### src/rtl/stopwatch_pkg.sv
// stopwatch_pkg
// Shared definitions for the stopwatch controller slice:
//   - sw_state_t      : controller state enumeration (IDLE, RUN, PAUSE, LAP)
//   - default field limits and their BCD digit limits
//   - tens_digit/ones_digit helpers used to split a field limit
//     (e.g. SEC_MAX) into its per-digit limits
package stopwatch_pkg;

    typedef enum logic [1:0] {
        ST_IDLE  = 2'd0,
        ST_RUN   = 2'd1,
        ST_PAUSE = 2'd2,
        ST_LAP   = 2'd3
    } sw_state_t;

    localparam int unsigned SEC_MAX_DEF = 59;
    localparam int unsigned MIN_MAX_DEF = 59;

    function automatic logic [3:0] tens_digit(input int unsigned v);
        return 4'((v / 10) % 10);
    endfunction

    function automatic logic [3:0] ones_digit(input int unsigned v);
        return 4'(v % 10);
    endfunction

    localparam logic [3:0] SEC_T_MAX_DEF = tens_digit(SEC_MAX_DEF);
    localparam logic [3:0] SEC_O_MAX_DEF = ones_digit(SEC_MAX_DEF);
    localparam logic [3:0] MIN_T_MAX_DEF = tens_digit(MIN_MAX_DEF);
    localparam logic [3:0] MIN_O_MAX_DEF = ones_digit(MIN_MAX_DEF);

endpackage

### src/rtl/stopwatch_ctrl_bcd_mmss_counter.sv
// bcd_mmss_counter
// Live MM:SS count held as four BCD digits with ripple carry.
// Ports:
//   clk                        : clock
//   srst                       : synchronous active-high reset, clears to 00:00
//   inc                        : advance by one second on this edge
//   clr                        : clear to 00:00 on this edge (wins over inc)
//   min_t, min_o, sec_t, sec_o : current count digits
module bcd_mmss_counter
    import stopwatch_pkg::*;
#(
    parameter int unsigned SEC_MAX = SEC_MAX_DEF,
    parameter int unsigned MIN_MAX = MIN_MAX_DEF
) (
    input  logic       clk,
    input  logic       srst,
    input  logic       inc,
    input  logic       clr,
    output logic [3:0] min_t,
    output logic [3:0] min_o,
    output logic [3:0] sec_t,
    output logic [3:0] sec_o
);

    localparam logic [3:0] SEC_T_MAX = tens_digit(SEC_MAX);
    localparam logic [3:0] SEC_O_MAX = ones_digit(SEC_MAX);
    localparam logic [3:0] MIN_T_MAX = tens_digit(MIN_MAX);
    localparam logic [3:0] MIN_O_MAX = ones_digit(MIN_MAX);

    logic [3:0] min_t_reg, min_o_reg, sec_t_reg, sec_o_reg;

    // A field wraps when it equals its limit as a whole; otherwise the ones
    // digit wraps at 9 and carries into the tens digit. This keeps every
    // digit in 0..9 and the field within its limit.
    logic sec_at_max, min_at_max;
    assign sec_at_max = (sec_t_reg == SEC_T_MAX) && (sec_o_reg == SEC_O_MAX);
    assign min_at_max = (min_t_reg == MIN_T_MAX) && (min_o_reg == MIN_O_MAX);

    always_ff @(posedge clk) begin
        if (srst || clr) begin
            min_t_reg <= 4'd0;
            min_o_reg <= 4'd0;
            sec_t_reg <= 4'd0;
            sec_o_reg <= 4'd0;
        end else if (inc) begin
            if (sec_at_max) begin
                sec_t_reg <= 4'd0;
                sec_o_reg <= 4'd0;
                // Seconds rolled over: advance minutes, wrapping silently.
                if (min_at_max) begin
                    min_t_reg <= 4'd0;
                    min_o_reg <= 4'd0;
                end else if (min_o_reg == 4'd9) begin
                    min_o_reg <= 4'd0;
                    min_t_reg <= min_t_reg + 4'd1;
                end else begin
                    min_o_reg <= min_o_reg + 4'd1;
                end
            end else if (sec_o_reg == 4'd9) begin
                sec_o_reg <= 4'd0;
                sec_t_reg <= sec_t_reg + 4'd1;
            end else begin
                sec_o_reg <= sec_o_reg + 4'd1;
            end
        end
    end

    assign min_t = min_t_reg;
    assign min_o = min_o_reg;
    assign sec_t = sec_t_reg;
    assign sec_o = sec_o_reg;

endmodule

### src/rtl/stopwatch_ctrl.sv
// stopwatch_ctrl
// Start/stop/lap stopwatch controller with MM:SS BCD display.
// Ports:
//   clk        : clock, all state changes on the rising edge
//   reset      : synchronous active-high reset
//   tick       : 1 Hz count enable, one cycle wide
//   stop       : start/stop toggle request (wins over lap)
//   lap        : lap freeze/release, or clear when paused
//   min_t..sec_o : displayed BCD digits (snapshot in LAP, live otherwise)
//   running    : state is RUN or LAP
//   lap_active : state is LAP (display frozen)
module stopwatch_ctrl
    import stopwatch_pkg::*;
#(
    parameter int unsigned SEC_MAX = SEC_MAX_DEF,
    parameter int unsigned MIN_MAX = MIN_MAX_DEF
) (
    input  logic       clk,
    input  logic       reset,
    input  logic       tick,
    input  logic       stop,
    input  logic       lap,
    output logic [3:0] min_t,
    output logic [3:0] min_o,
    output logic [3:0] sec_t,
    output logic [3:0] sec_o,
    output logic       running,
    output logic       lap_active
);

    sw_state_t  state_reg;
    logic       running_reg;
    logic       lap_active_reg;

    // Digit order everywhere: [3]=min_t, [2]=min_o, [1]=sec_t, [0]=sec_o.
    logic [3:0] live_dig [4];
    logic [3:0] snap_reg [4];
    logic [3:0] disp_dig [4];

    logic count_inc;
    logic count_clr;
    logic snap_take;

    // All qualifiers look at the registered state, so a tick arriving with a
    // transition is judged by the state before that transition.
    assign count_inc = tick && ((state_reg == ST_RUN) || (state_reg == ST_LAP));
    assign count_clr = (state_reg == ST_PAUSE) && lap && !stop;
    assign snap_take = (state_reg == ST_RUN) && lap && !stop;

    bcd_mmss_counter #(
        .SEC_MAX (SEC_MAX),
        .MIN_MAX (MIN_MAX)
    ) u_live (
        .clk   (clk),
        .srst  (reset),
        .inc   (count_inc),
        .clr   (count_clr),
        .min_t (live_dig[3]),
        .min_o (live_dig[2]),
        .sec_t (live_dig[1]),
        .sec_o (live_dig[0])
    );

    // Flags are written together with the state so they always equal a
    // decode of the state register.
    always_ff @(posedge clk) begin
        if (reset) begin
            state_reg      <= ST_IDLE;
            running_reg    <= 1'b0;
            lap_active_reg <= 1'b0;
        end else begin
            case (state_reg)
                ST_IDLE: begin
                    if (stop) begin
                        state_reg   <= ST_RUN;
                        running_reg <= 1'b1;
                    end
                end
                ST_RUN: begin
                    if (stop) begin
                        state_reg   <= ST_PAUSE;
                        running_reg <= 1'b0;
                    end else if (lap) begin
                        state_reg      <= ST_LAP;
                        lap_active_reg <= 1'b1;
                    end
                end
                ST_LAP: begin
                    if (stop) begin
                        state_reg      <= ST_PAUSE;
                        running_reg    <= 1'b0;
                        lap_active_reg <= 1'b0;
                    end else if (lap) begin
                        state_reg      <= ST_RUN;
                        lap_active_reg <= 1'b0;
                    end
                end
                ST_PAUSE: begin
                    if (stop) begin
                        state_reg   <= ST_RUN;
                        running_reg <= 1'b1;
                    end else if (lap) begin
                        state_reg <= ST_IDLE;
                    end
                end
                default: begin
                    state_reg      <= ST_IDLE;
                    running_reg    <= 1'b0;
                    lap_active_reg <= 1'b0;
                end
            endcase
        end
    end

    // Snapshot copies the live value present before this edge's increment.
    always_ff @(posedge clk) begin
        if (reset || count_clr) begin
            for (int i = 0; i < 4; i++) snap_reg[i] <= 4'd0;
        end else if (snap_take) begin
            for (int i = 0; i < 4; i++) snap_reg[i] <= live_dig[i];
        end
    end

    generate
        for (genvar gi = 0; gi < 4; gi++) begin : g_disp
            assign disp_dig[gi] = lap_active_reg ? snap_reg[gi] : live_dig[gi];
        end
    endgenerate

    assign min_t      = disp_dig[3];
    assign min_o      = disp_dig[2];
    assign sec_t      = disp_dig[1];
    assign sec_o      = disp_dig[0];
    assign running    = running_reg;
    assign lap_active = lap_active_reg;

endmodule

### config.mk
export PLATFORM = sky130hd
export DESIGN_NAME = stopwatch_ctrl
export DESIGN_NICKNAME = d
export VERILOG_FILES = /design/src/rtl/stopwatch_pkg.sv /design/src/rtl/stopwatch_ctrl_bcd_mmss_counter.sv /design/src/rtl/stopwatch_ctrl.sv
export SDC_FILE = /design/constraint.sdc
export NUM_CORES = 1
export LEC_CHECK = 0
export ABC_AREA = 0
export BUFFER_PORTS_ARGS = -buffer_cell sky130_fd_sc_hd__buf_4
export CAP_MARGIN = 10
export CELL_PAD_IN_SITES_DETAIL_PLACEMENT = 1
export CELL_PAD_IN_SITES_GLOBAL_PLACEMENT = 1
export CORE_MARGIN = 3
export CORE_UTILIZATION = 31
export DETAILED_ROUTE_END_ITERATION = 10
export HOLD_SLACK_MARGIN = 0.08
export PLACE_DENSITY = 0.56
export SETUP_SLACK_MARGIN = 0.1
export SYNTH_ARGS = -nofsm -noshare
export SYNTH_HDL_FRONTEND = slang
export SYNTH_SLANG_ARGS = --single-unit
### constraint.sdc
create_clock -name clk -period 2.3 [get_ports clk]
set_clock_uncertainty 0.1 [all_clocks]
set_input_delay 0.115 -clock clk [delete_from_list [all_inputs] [get_ports clk]]
set_output_delay 0.115 -clock clk [all_outputs]
set_load 0.01 [all_outputs]
# After elaboration in Yosys (flattened, before gate mapping)
# Memories as Yosys holds them, arrays and structs flattened.
# Index checks and enable logic that the tools add are counted.
dict set report classes {
  n_addsub 4
  n_mul 0
  div_mod_pow 0
  magnitude_cmp 0
  n_eq_ne 15
  shift 0
  muxes 37
  bitwise_logic 4
  reduce_logical 22
}
# operator n
set ops {}
lappend ops {{$mux 4} 16}
lappend ops {{$add 4x1->4 const B} 4}
lappend ops {{$mux 2} 7}
lappend ops {{$mux 1} 11}
lappend ops {{$ne 3x3->1 const B} 3}
lappend ops {{$eq 4x3->1 const B} 2}
lappend ops {{$eq 4x4->1 const B} 2}
lappend ops {{$pmux 2 s4} 1}
lappend ops {{$reduce_and 4->1} 2}
lappend ops {{$logic_and 1x1->1} 7}
lappend ops {{$ne 2x2->1 const B} 3}
lappend ops {{$reduce_and 2->1} 3}
lappend ops {{$reduce_bool 2->1} 3}
lappend ops {{$eq 2x2->1 const B} 2}
lappend ops {{$ne 2x1->1 const B} 2}
lappend ops {{$or 1x1->1} 4}
lappend ops {{$pmux 1 s2} 2}
lappend ops {{$reduce_or 2->1} 2}
lappend ops {{$reduce_and 3->1} 1}
lappend ops {{$eq 2x1->1 const B} 1}
lappend ops {{$logic_not 2->1} 1}
lappend ops {{$logic_or 1x1->1} 2}
lappend ops {{$logic_not 1->1} 1}
dict set report totals {
  register_bits 20
  latchBits 0
  ram_bits 16
  rom_bits 0
  in_bits 5
  out_inout_bits 18
  elab_cells 90
  memories 1
}
# memory depth width rd rd_ports_with_merged_regs write_ports line
set memory_table {}
lappend memory_table {snap_reg 4 4 4 0 4 stopwatch_ctrl.sv:37} ;# logic [3:0] snap_reg [4];

# Logic depth before layout (Yosys ltp)
# Gate-level depths: netlist of run 1.
dict set report logic_depth {
  ltp_word 7
  ltp_mapped 6
  depth_no_buf 6
}

# Hierarchy
# A second synthesis of run 1 with hierarchy kept.
dict set report hier_totals {
  cells_unflattened 176
  hier_area_um2 1904.3
}
# mod instances cells_per_inst area_per_inst_um2 seq_area_each_um2
set modules_own_cells {}
lappend modules_own_cells {stopwatch_ctrl 1 76 1013.5 560.5}
lappend modules_own_cells {bcd_mmss_counter 1 100 890.9 320.3}

# Least setup slack after synthesis of run 1
# OpenSTA, ideal clock, no wires.
dict set report synth_path {
  kind {register -> register}
  start {register u_live.sec_o_reg[0] (netlist: u_live.sec_o[0])}
  end {register u_live.min_t_reg[0] (netlist: u_live.min_t[0])}
  setup_ps 70
  t_arrival_ps 1669
  t_required_ps 2130
  slack_ps 461
  stages_incl_launch_ff 6
  path_buffers 0
  period_less_slack_ps 1839
  path_cell_list {dfxtp_1 ha_1 nand4_4 nor4b_4 or3b_1 a21oi_1}
}
dict set report synth_via {
  elab_chain_cells 3
}
# element line
set synth_rtl {}
lappend synth_rtl {{start, declared} stopwatch_ctrl_bcd_mmss_counter.sv:30} ;# logic [3:0] min_t_reg, min_o_reg, sec_t_reg, sec_o_reg;
lappend synth_rtl {{start signal, assigned} stopwatch_ctrl_bcd_mmss_counter.sv:63} ;# sec_o_reg <= sec_o_reg + 4'd1;
lappend synth_rtl {{$eq 4x4->1} stopwatch_ctrl_bcd_mmss_counter.sv:36} ;# assign sec_at_max = (sec_t_reg == SEC_T_MAX) && (sec_o_reg == SEC_O_MAX);
lappend synth_rtl {{$logic_and 1x1->1} stopwatch_ctrl_bcd_mmss_counter.sv:36}
lappend synth_rtl {{$reduce_and 3->1 (no source line)} --}
lappend synth_rtl {{end signal, assigned} stopwatch_ctrl_bcd_mmss_counter.sv:55} ;# min_t_reg <= min_t_reg + 4'd1;
lappend synth_rtl {{end, declared} stopwatch_ctrl_bcd_mmss_counter.sv:30}
# Every way passes these cells.
# A chain may end at the register's enable or synchronous reset.

# Worst setup path in the final report of run 1
dict set report layout_path {
  start {register state_reg[0]}
  end {register u_live.min_t_reg[0] (netlist: u_live.min_t[0])}
}
dict set report layout_via {
  elab_chain_cells 4
  elab_cells_between_ends 9
  classes_between {eq/ne: 3; reduce/logical: 6}
}
# element line
set layout_rtl {}
lappend layout_rtl {{start, declared} stopwatch_ctrl.sv:31} ;# sw_state_t state_reg;
lappend layout_rtl {{start signal, assigned} stopwatch_ctrl.sv:68} ;# state_reg <= ST_IDLE;
lappend layout_rtl {{start signal, assigned} stopwatch_ctrl.sv:75} ;# state_reg <= ST_RUN;
lappend layout_rtl {{start signal, assigned} stopwatch_ctrl.sv:81} ;# state_reg <= ST_PAUSE;
lappend layout_rtl {{$eq 2x1->1, or another cell as far along} stopwatch_ctrl.sv:46} ;# assign count_inc = tick && ((state_reg == ST_RUN) || (state_reg == ST_LAP));
lappend layout_rtl {{$logic_or 1x1->1 or $logic_and 1x1->1 (tied branches)} {stopwatch_ctrl.sv:46, stopwatch_ctrl.sv:47}}
lappend layout_rtl {{$logic_and 1x1->1 (on tied branches)} {stopwatch_ctrl.sv:46, stopwatch_ctrl.sv:47}}
lappend layout_rtl {{$reduce_and 3->1 (no source line) or $logic_or 1x1->1 (tied branches)} --}
# Parallel ways exist; a longest one is shown, timed or not.

==> reports/metrics.csv, run 1 <==
stage;metric;value;unit
outcome;status;finished clean;
sta;slew_violations;0;
cts;h-tree-depth;2;
synthesis;synth_edf_count;16;
synthesis;synth_compound_area_share;8.04;%
drt;drt-wirelength-per-cell;15.0;um
synthesis;ys_dominant_reg_cell;dfxtp_1;
critical_path;crit_type;register to register;
sta;finalHoldViolations;0;
cts;insertion_delay;280;ps
die;core;5610;sq um
synthesis;synth_cells;173;
critical_path;endpoint;u_live.min_t[0];
critical_path;cp-start-kind;register;
critical_path;rr_endpoint;u_live.min_t[0];
critical_path;end_kind;register;
synthesis;synth_fa_ha_area_share;5.45;%
place;place_congestion;0.803;
critical_path;rr_worst_depth;4;
synthesis;syn_area;1840;sq um
critical_path;critical_path_arrival;2110;ps
cells_and_area;final_common_cell;buf_4;
synthesis;synth_area_per_cell;10.6;sq um
die;initial_core_util;32.7;%
die;row_count;27;
worst_hold_path;hold_class;input pin to register;
power_and_ir_drop;irDropWorstVdd;0.000319;V
job;cap_violations;0;
critical_path;r2r_setup_slack;310;ps
power_and_ir_drop;p_leak;0.926;nW
critical_path;worstPathMaxFanout;12;
synthesis;ys_seq_area_share;48.0;%
synthesis;synthesis.nets;186;
cts;cts_sinks;36;
global_route;grt_pass1_wl;7120;um
die;die_h;83.0;um
place;port_buffers;22;
synthesis;yosys_register_bits;36;
place;dp_hpwl;3010;um
critical_path;regToRegStartpoint;state_reg[0];
cts;cts_tree;done;
die;io_pins;23;
die;die_w;83.0;um
global_route;grt_max_degree;16;
sta;finalCritPeriodShare;86.4;%
global_route;antenna_found_initial;0;
drt;finalWirelength;4170;um
power_and_ir_drop;powerDensity;634;nW/um^2
global_route;first_global_vias;1446;
sta;tns;0;ps
cts;cts_buffer_depth;2;
drt;drc;0;
sta;rsz0062_at_grt;false;
cts;clockRootBuffer;clkbuf_8;
cells_and_area;insertedDiodeCount;0;
cells_and_area;drive_above_1_share;25.9;%
critical_path;cp.required;2420;ps
worst_hold_path;min_from;lap;
sta;setup-violations-final;0;
cells_and_area;area_growth;25.2;%
drt;drtIter0Drc;32;
synthesis;synthSimpleGateAreaFrac;22.9;%
global_route;track_usage;13.0;%
cells_and_area;nNetsFinal;217;
synthesis;yosysWarnings;0;
critical_path;crit_path_start;state_reg[0];
cells_and_area;largest_reg_flops;16;
cells_and_area;nFillCells;645;
synthesis;synth_top_family_by_area;simple AND/OR/NAND/NOR gates;
synthesis;async_reset_ff_share;0;%
synthesis;synth.area.mux_share;8.45;%
sta;period_minus_slack;1990;ps
drt;first_pass_iters;3;
drt;viasPerCell;4.82;
global_route;grt_overflow_total;0;
drt;vias;1335;
sta;fmax;503;MHz
cts;post-cts-setup-buffer-count;0;
drt;ant_nets;0;
synthesis;synth_xor_area_share;4.29;%
cts;numCtsBuffers;5;
sta;worst_slew_pin_slew;475;ps
sta;relSlewSlack;68.3;%
cells_and_area;mostFrequentLayoutCells;buf_4 (26), dfxtp_1 (20), edfxtp_1 (16), nor2_1 (15);
cells_and_area;utilization;41.0;%
synthesis;synth.distinct_cells;40;
cts;path_clk_slew;70;ps
die;die_area;6880;sq um
[synth_stat cells (4+ instances only)]
master    instances  area (sq um)
nor3_1            4          20.0
nor2_1           15          56.3
a21oi_1           8          40.0
o21ai_0           6          30.0
edfxtp_1         16           480
ha_1              8           100
nand3_1           4          20.0
mux2_2           12           135
inv_1             6          22.5
dfxtp_1          20           400
nand2_1           8          30.0
clkbuf_1          6          22.5
xnor2_1           6          52.6
nor4_1            5          31.3
and2_1           12          75.1
[power breakdown]
part / internal, mW / total [mW] / leakage, nW / switching (mW)
Clock: 0.383 / 0.612 / 0.0645 / 0.230
Combinational: 0.0691 / 0.136 / 0.532 / 0.0665
Sequential: 0.687 / 0.709 / 0.330 / 0.0219
[per-stage QoR]
step           power [mW]  cell area [sq um]  hold WS, ps  std cells  worst slack (ps)
2_1_floorplan       0.787               1840          130        173               461
5_1_grt              1.51               2300          251        277               168
3_5_place_dp        0.856               2130          288        265               344
4_1_cts              1.48               2300          149        277               329
3_3_place_gp        0.853               2130          277        265               391
6_report             1.46               2300          146        277               313
[kinds of logic after synthesis]
logic type,Yosys count
compound gates,23
xor+xnor,9
fa+ha+maj,8
buf+inv,14
flops,36
mux,14
simple gates,69
[worst max-delay path, stage by stage (launching register included)]
cell,delay [ps]
dfxtp_1,610
nand4_4,240
nor4b_4,450
or3b_1,390
a21oi_1,130
[routing by layer]
layer / global-route usage [%] / routed length [um] / up-vias
met3: 2.68 / 142 / 4
met2: 21.7 / 2040 / 19
met1: 16.2 / 1940 / 640
met4: 5.35 / 46 / 0
li1: - / - / 672
met5: 0 / 0 / -
[repair_timing]
| item | 4_1_cts | 5_1_grt |
|---|---|---|
| endpoints found under the hold margin | 5 | 0 |
| hold buffers | 4 | 0 |
| resized for setup | 0 | 0 |
[cell type report]
cell class | count | area [sq um] | share of cell area, %
Clock inverter | 1 | 30.0 | 1.31
Tap cell | 72 | 90.1 | 3.92
Timing Repair Buffer | 32 | 275 | 12.0
Inverter | 6 | 22.5 | 0.980
Sequential cell | 36 | 881 | 38.3
Clock buffer | 7 | 96.3 | 4.19
Multi-Input combinational cell | 123 | 902 | 39.3
[how the worst min path moves through the flow]
stage,end,cells past startpoint
6_report,lap_active,4
5_1_grt,lap_active,4
4_1_cts,lap_active,4
3_5_place_dp,state_reg[1],2
3_3_place_gp,u_live.sec_o[1],2
2_1_floorplan,u_live.sec_o[1],1
(Power assumes the default switching activity.)
==> inputs of run 2 (changes only) <==
ABC_AREA = 1   (was 0)
PLACE_DENSITY = 0.59   (was 0.56)
==> run 2 against run 1 <==
Effect of this change:
- critical path depth increased by 2
- utilization decreased by 1.8 points
- fmax increased by 18%
- cell area decreased by 4.4%
- sequential power decreased by 2%
- critical path type is now input pin to register
- critical endpoint is now snap_reg[0][2]
==> reports/metrics.csv, run 2 <==
stage;metric;value;unit
critical_path;end_kind;register;
drt;finalWirelength;4310;um
cells_and_area;final_common_cell;nand2_1;
sta;slew_violations;0;
die;initial_core_util;32.6;%
sta;tns;0;ps
drt;vias;1536;
cells_and_area;nFillCells;692;
sta;fmax;595;MHz
synthesis;ys_dominant_reg_cell;dfxtp_1;
cts;insertion_delay;290;ps
critical_path;cp.required;2180;ps
synthesis;netlist_top_cells_count;nand2_1 (69), nor2_1 (45), inv_1 (22), dfxtp_1 (20), o21ai_0 (20);
synthesis;yosysMostFrequentCell;nand2_1;
place;placed_area;2080;sq um
drt;drt-wirelength-per-cell;12.8;um
cts;hold_buffers;3;
drt;drc;0;
cells_and_area;drive_above_1_share;13.2;%
global_route;grt_overflow_total;0;
cells_and_area;largest_reg_flops;16;
cells_and_area;finalInstanceArea;2200;sq um
synthesis;ys_seq_area_share;48.2;%
cts;path_clk_slew;70;ps
global_route;antenna_found_initial;0;
place;dp_hpwl;3170;um
global_route;grt.busiest_layer;met2;
power_and_ir_drop;p_leak;0.867;nW
synthesis;synth_edf_count;16;
global_route;met3_usage;3.37;%
cts;cts-resized-gates;0;
cells_and_area;ff_latch_area;881;sq um
cts;post-cts-setup-buffer-count;0;
synthesis;synthesis.nets;248;
die;die_area;6860;sq um
drt;viasPerCell;4.54;
synthesis;synth_area_leaders;edfxtp_1 (26%), dfxtp_1 (22%), nand2_1 (14%);
worst_hold_path;hold_class;input pin to register;
drt;ant_nets;0;
cells_and_area;area_growth;20.1;%
cts;cts_sinks;36;
sta;finalCritPeriodShare;73.1;%
cts;cts_tree;done;
synthesis;yosysTopAreaCellShare;26.3;%
cells_and_area;mostFrequentLayoutCells;nand2_1 (69), nor2_1 (45), buf_4 (25), inv_1 (22);
drt;drtIter0Drc;92;
global_route;use_met2;22.0;%
cts;cts_buffer_depth;2;
cells_and_area;multiInputGateArea;836;sq um
synthesis;syn_area;1830;sq um
synthesis;synth_area_per_cell;7.78;sq um
outcome;status;finished clean;
critical_path;worstPathMaxFanout;16;
power_and_ir_drop;irDropWorstVdd;0.000326;V
place;dp_worst_setup_slack;651;ps
global_route;grt_max_degree;34;
global_route;use_met1;17.3;%
sta;setup-violations-final;0;
die;die_w;82.8;um
job;cap_violations;0;
die;io_pins;23;
power_and_ir_drop;powerDensity;571;nW/um^2
global_route;track_usage;13.4;%
critical_path;crit_type;input pin to register;
synthesis;yosys.area.top_type;edfxtp_1;
sta;finalHoldViolations;0;
power_and_ir_drop;power;1.25;mW
synthesis;synth.distinct_cells;21;
critical_path;critical_path_arrival;1560;ps
cts;h-tree-depth;2;
cts;clockRootBuffer;clkbuf_8;
global_route;first_global_vias;1560;
critical_path;cp-start-kind;input pin;
die;row_count;27;
cts;numCtsBuffers;5;
die;die_h;82.8;um
synthesis;synth_cells;235;
sta;layout_setup_ws;619;ps
cells_and_area;nNetsFinal;278;
place;place_congestion;0.810;
critical_path;r2r_setup_slack;640;ps
sta;period_minus_slack;1680;ps
global_route;grt_pass1_wl;7510;um
die;core;5610;sq um
sta;rsz0062_at_grt;false;
cells_and_area;insertedDiodeCount;0;
synthesis;yosysWarnings;0;
sta;worst_slew_pin_slew;315;ps
drt;first_pass_iters;4;
sta;relSlewSlack;79.0;%
place;port_buffers;22;
synthesis;async_reset_ff_share;0;%
synthesis;yosys_register_bits;36;
run 2: final timing paths:
kind              startpoint               to  depth (start not counted)
max reg2reg  u_live.sec_o[1]  u_live.min_o[1]                          8
max                     stop   snap_reg[0][2]                          6
min reg2reg       lap_active       lap_active                          2
min                     tick  u_live.sec_o[0]                          4
run 2: kinds of logic after synthesis:
group / share of synthesized area [%]
AOI/OAI and AO/OA: 9.30
xor gates and xnor gates: 1.92
adders and majority gates: 5.47
buffers and inverters: 6.16
DFF: 48.2
and+or+nand+nor: 29.0
run 2: layout make-up:
| class | count | area share [%] |
|---|---|---|
| Clock buffer | 7 | 3.93 |
| Clock inverter | 1 | 0.171 |
| Inverter | 22 | 3.76 |
| Multi-Input combinational cell | 172 | 38.0 |
| Sequential cell | 36 | 40.1 |
| Tap cell | 72 | 4.10 |
| Timing Repair Buffer | 28 | 9.91 |
run 2: metal layers:
metal | wire (um) | share of wire [%]
met3 | 150 | 3.5
met2 | 1970 | 46
met5 | 0 | 0
met1 | 2130 | 49
met4 | 58 | 1.3
run 2: report_power, final:
part | switching [mW] | internal [mW] | leakage, nW
clock network | 0.228 | 0.240 | 0.0459
logic | 0.0544 | 0.0326 | 0.492
registers | 0.0105 | 0.688 | 0.330
total | 0.293 | 0.961 | 0.867
run 2: through the flow:
stage / util [%] / hold WS [ps] / std cells
floorplan: - / 84.1 / 235
global placement: 37.0 / 222 / 327
detailed placement: 37.0 / 222 / 327
CTS: 39.2 / 123 / 338
global route: 39.2 / 177 / 338
finish: 39.2 / 126 / 338
run 2: worst max-delay path, stage by stage:
cell and delay [ps]:
dlygate4sd3_1 540, buf_4 150, nor2_1 200, a31oi_4 200
nand2_1 100, buf_4 250
==> inputs of run 3 (changes only) <==
PLACE_DENSITY = 0.61   (was 0.59)
clock period = 1.5 ns   (was 2.3 ns; I/O delays follow)
==> run 3 against run 2 <==
Effect of this change:
- combinational power rose by 130%
- final cell count is 8.9% higher
- critical path depth decreased by 1
- clock power rose by 43%
- global-route usage up 0.13 points
- cell area increased by 22%
- non-clock buffer count is 29 higher
- utilization up 8.5 points
- routed wire length grew 15%
- largest cell class is now multi-input gates
- highest routed layer unchanged
==> reports/metrics.csv, run 3 (same netlist as run 2, synthesis figures left out) <==
stage;metric;value;unit
outcome;status;finished clean;
die;die_w;82.8;um
place;port_buffers;22;
cts;numCtsBuffers;5;
die;io_pins;23;
sta;worst_slew_pin_slew;253;ps
cts;clockRootBuffer;clkbuf_8;
die;row_count;27;
critical_path;cpMaxStageDelayCell;dfxtp_4;
cells_and_area;insertedDiodeCount;0;
cts;h-tree-depth;2;
cts;cts_tree;done;
cts;insertion_delay;290;ps
job;cap_violations;0;
place;dp_hpwl;3570;um
sta;finalHoldViolations;0;
critical_path;end_kind;register;
drt;drc;0;
drt;finalWirelength;4950;um
critical_path;worstPathMaxFanout;8;
power_and_ir_drop;powerDensity;726;nW/um^2
die;die_area;6860;sq um
global_route;antenna_found_initial;0;
power_and_ir_drop;netSwitchingFraction;24.1;%
worst_hold_path;min_from;tick;
global_route;grt_overflow_total;0;
critical_path;regToRegStartpoint;state_reg[0];
drt;drtIter0Drc;110;
drt;drt-wirelength-per-cell;13.4;um
power_and_ir_drop;p_leak;1.06;nW
critical_path;crit_chain;nor2_4 > a31oi_4 > buf_4 > buf_4 > nand2_4;
drt;viasPerCell;4.66;
sta;period_minus_slack;1420;ps
drt;vias;1715;
power_and_ir_drop;seq_power_share;55.2;%
sta;slew_violations;0;
power_and_ir_drop;irDropWorstVdd;0.000394;V
sta;tns;0;ps
die;core;5610;sq um
critical_path;cp.required;1400;ps
cts;cts_sinks;36;
cts;path_clk_slew;70;ps
power_and_ir_drop;internal_power;1.47;mW
die;initial_core_util;32.6;%
sta;setup-violations-final;0;
sta;rsz0062_at_grt;true;
global_route;first_global_vias;1579;
cells_and_area;nFillCells;683;
global_route;track_usage;13.6;%
power_and_ir_drop;comb_power_share;10.4;%
sta;finalCritPeriodShare;94.9;%
critical_path;critPathMaxStageDelay;360;ps
critical_path;critical_path_arrival;1320;ps
critical_path;r2r_setup_slack;80;ps
critical_path;cp_common_cell;buf_4;
worst_hold_path;worst_hold_path.endpoint;u_live.sec_o[0];
drt;first_pass_iters;4;
critical_path;crit_type;register to register;
cells_and_area;drive_above_1_share;35.5;%
worst_hold_path;whs_path_depth;4;
cells_and_area;mostFrequentLayoutCells;nand2_1 (58), buf_4 (46), nor2_1 (34), inv_1 (18), o21ai_0 (17);
power_and_ir_drop;power;1.94;mW
sta;relSlewSlack;83.1;%
global_route;grt_pass1_wl;7580;um
cells_and_area;final_common_cell;nand2_1;
critical_path;cp-start-kind;register;
cts;cts_buffer_depth;2;
power_and_ir_drop;clkPwrFrac;34.4;%
global_route;grt_max_degree;24;
cells_and_area;area_growth;46.2;%
cells_and_area;nNetsFinal;308;
drt;ant_nets;0;
critical_path;rr_endpoint;snap_reg[1][3];
critical_path;rr_worst_depth;5;
sta;fmax;703;MHz
worst_hold_path;hold_class;input pin to register;
place;place_congestion;0.808;
critical_path;crit_family;flip-flops;
critical_path;crit_buf_inv;2;
power_and_ir_drop;power.switching;0.469;mW
die;die_h;82.8;um
cells_and_area;largest_reg_flops;16;
[run 3: layout make-up]
cell class	instances	area, sq um	share of cell area (%)
Clock buffer	7	76.3	2.85
Timing Repair Buffer	57	498	18.6
Clock inverter	1	5.00	0.187
Tap cell	72	90.1	3.37
Multi-Input combinational cell	173	1030	38.4
Sequential cell	36	896	33.5
Inverter	22	82.6	3.09
[run 3: worst min-delay path: cells and delay by family]
family	cells	cell delay, ps
buffers and inverters	1	80
and+or+nand+nor	2	260
AOI/OAI and AO/OA	1	50
[run 3: worst max-delay path by stage]
| stage | slack, ps | cells after the start | start | endpoint |
|---|---|---|---|---|
| floorplan | 150 | 4 | state_reg[0] | snap_reg[0][0] |
| global placement | 10 | 8 | u_live.sec_o[1] | u_live.min_t[3] |
| detailed placement | -30 | 8 | u_live.sec_o[1] | u_live.min_t[3] |
| CTS | 90 | 7 | u_live.sec_t[1] | u_live.min_o[1] |
| global route | 30 | 5 | state_reg[0] | snap_reg[2][2] |
| finish | 80 | 5 | state_reg[0] | snap_reg[1][3] |
[run 3: repair_timing]
action / 4_1_cts / 5_1_grt
hold buffers: 5 / 0
pin swaps: 5 / 14
hold endpoints to repair: 5 / 0
buffers inserted: 0 / 4
cloned: 0 / 3
resized for setup: 25 / 42
setup endpoints to repair: 48 / 61
[run 3: metrics by stage]
stage          hold slack (ps)  cells  area [sq um]  setup slack, ps  util (%)
6_report                   114    368          2680             77.0      47.7
5_1_grt                    165    368          2680             26.6      47.7
4_1_cts                    116    361          2450             88.1      43.8
3_5_place_dp               185    348          2240            -32.1      40.0
3_3_place_gp               182    348          2240             10.4      40.0
2_1_floorplan             44.1    235          1840              153         -
[run 3: layer usage]
| layer | track usage, % | part of all wire [%] | routed length [um] |
|---|---|---|---|
| met5 | 0 | 0 | 0 |
| met4 | 4.01 | 1.2 | 61 |
| met3 | 2.98 | 3.4 | 168 |
| met2 | 22.4 | 49 | 2420 |
| met1 | 17.7 | 46 | 2300 |
[run 3: power groups by stage]
stage | sequential [mW] | combinational, mW | clock [mW]
5_1_grt | 1.08 | 0.221 | 0.728
6_report | 1.07 | 0.201 | 0.669
4_1_cts | 1.07 | 0.171 | 0.705
3_5_place_dp | 1.09 | 0.151 | 0
2_1_floorplan | 1.09 | 0.0748 | 0
3_3_place_gp | 1.09 | 0.148 | 0
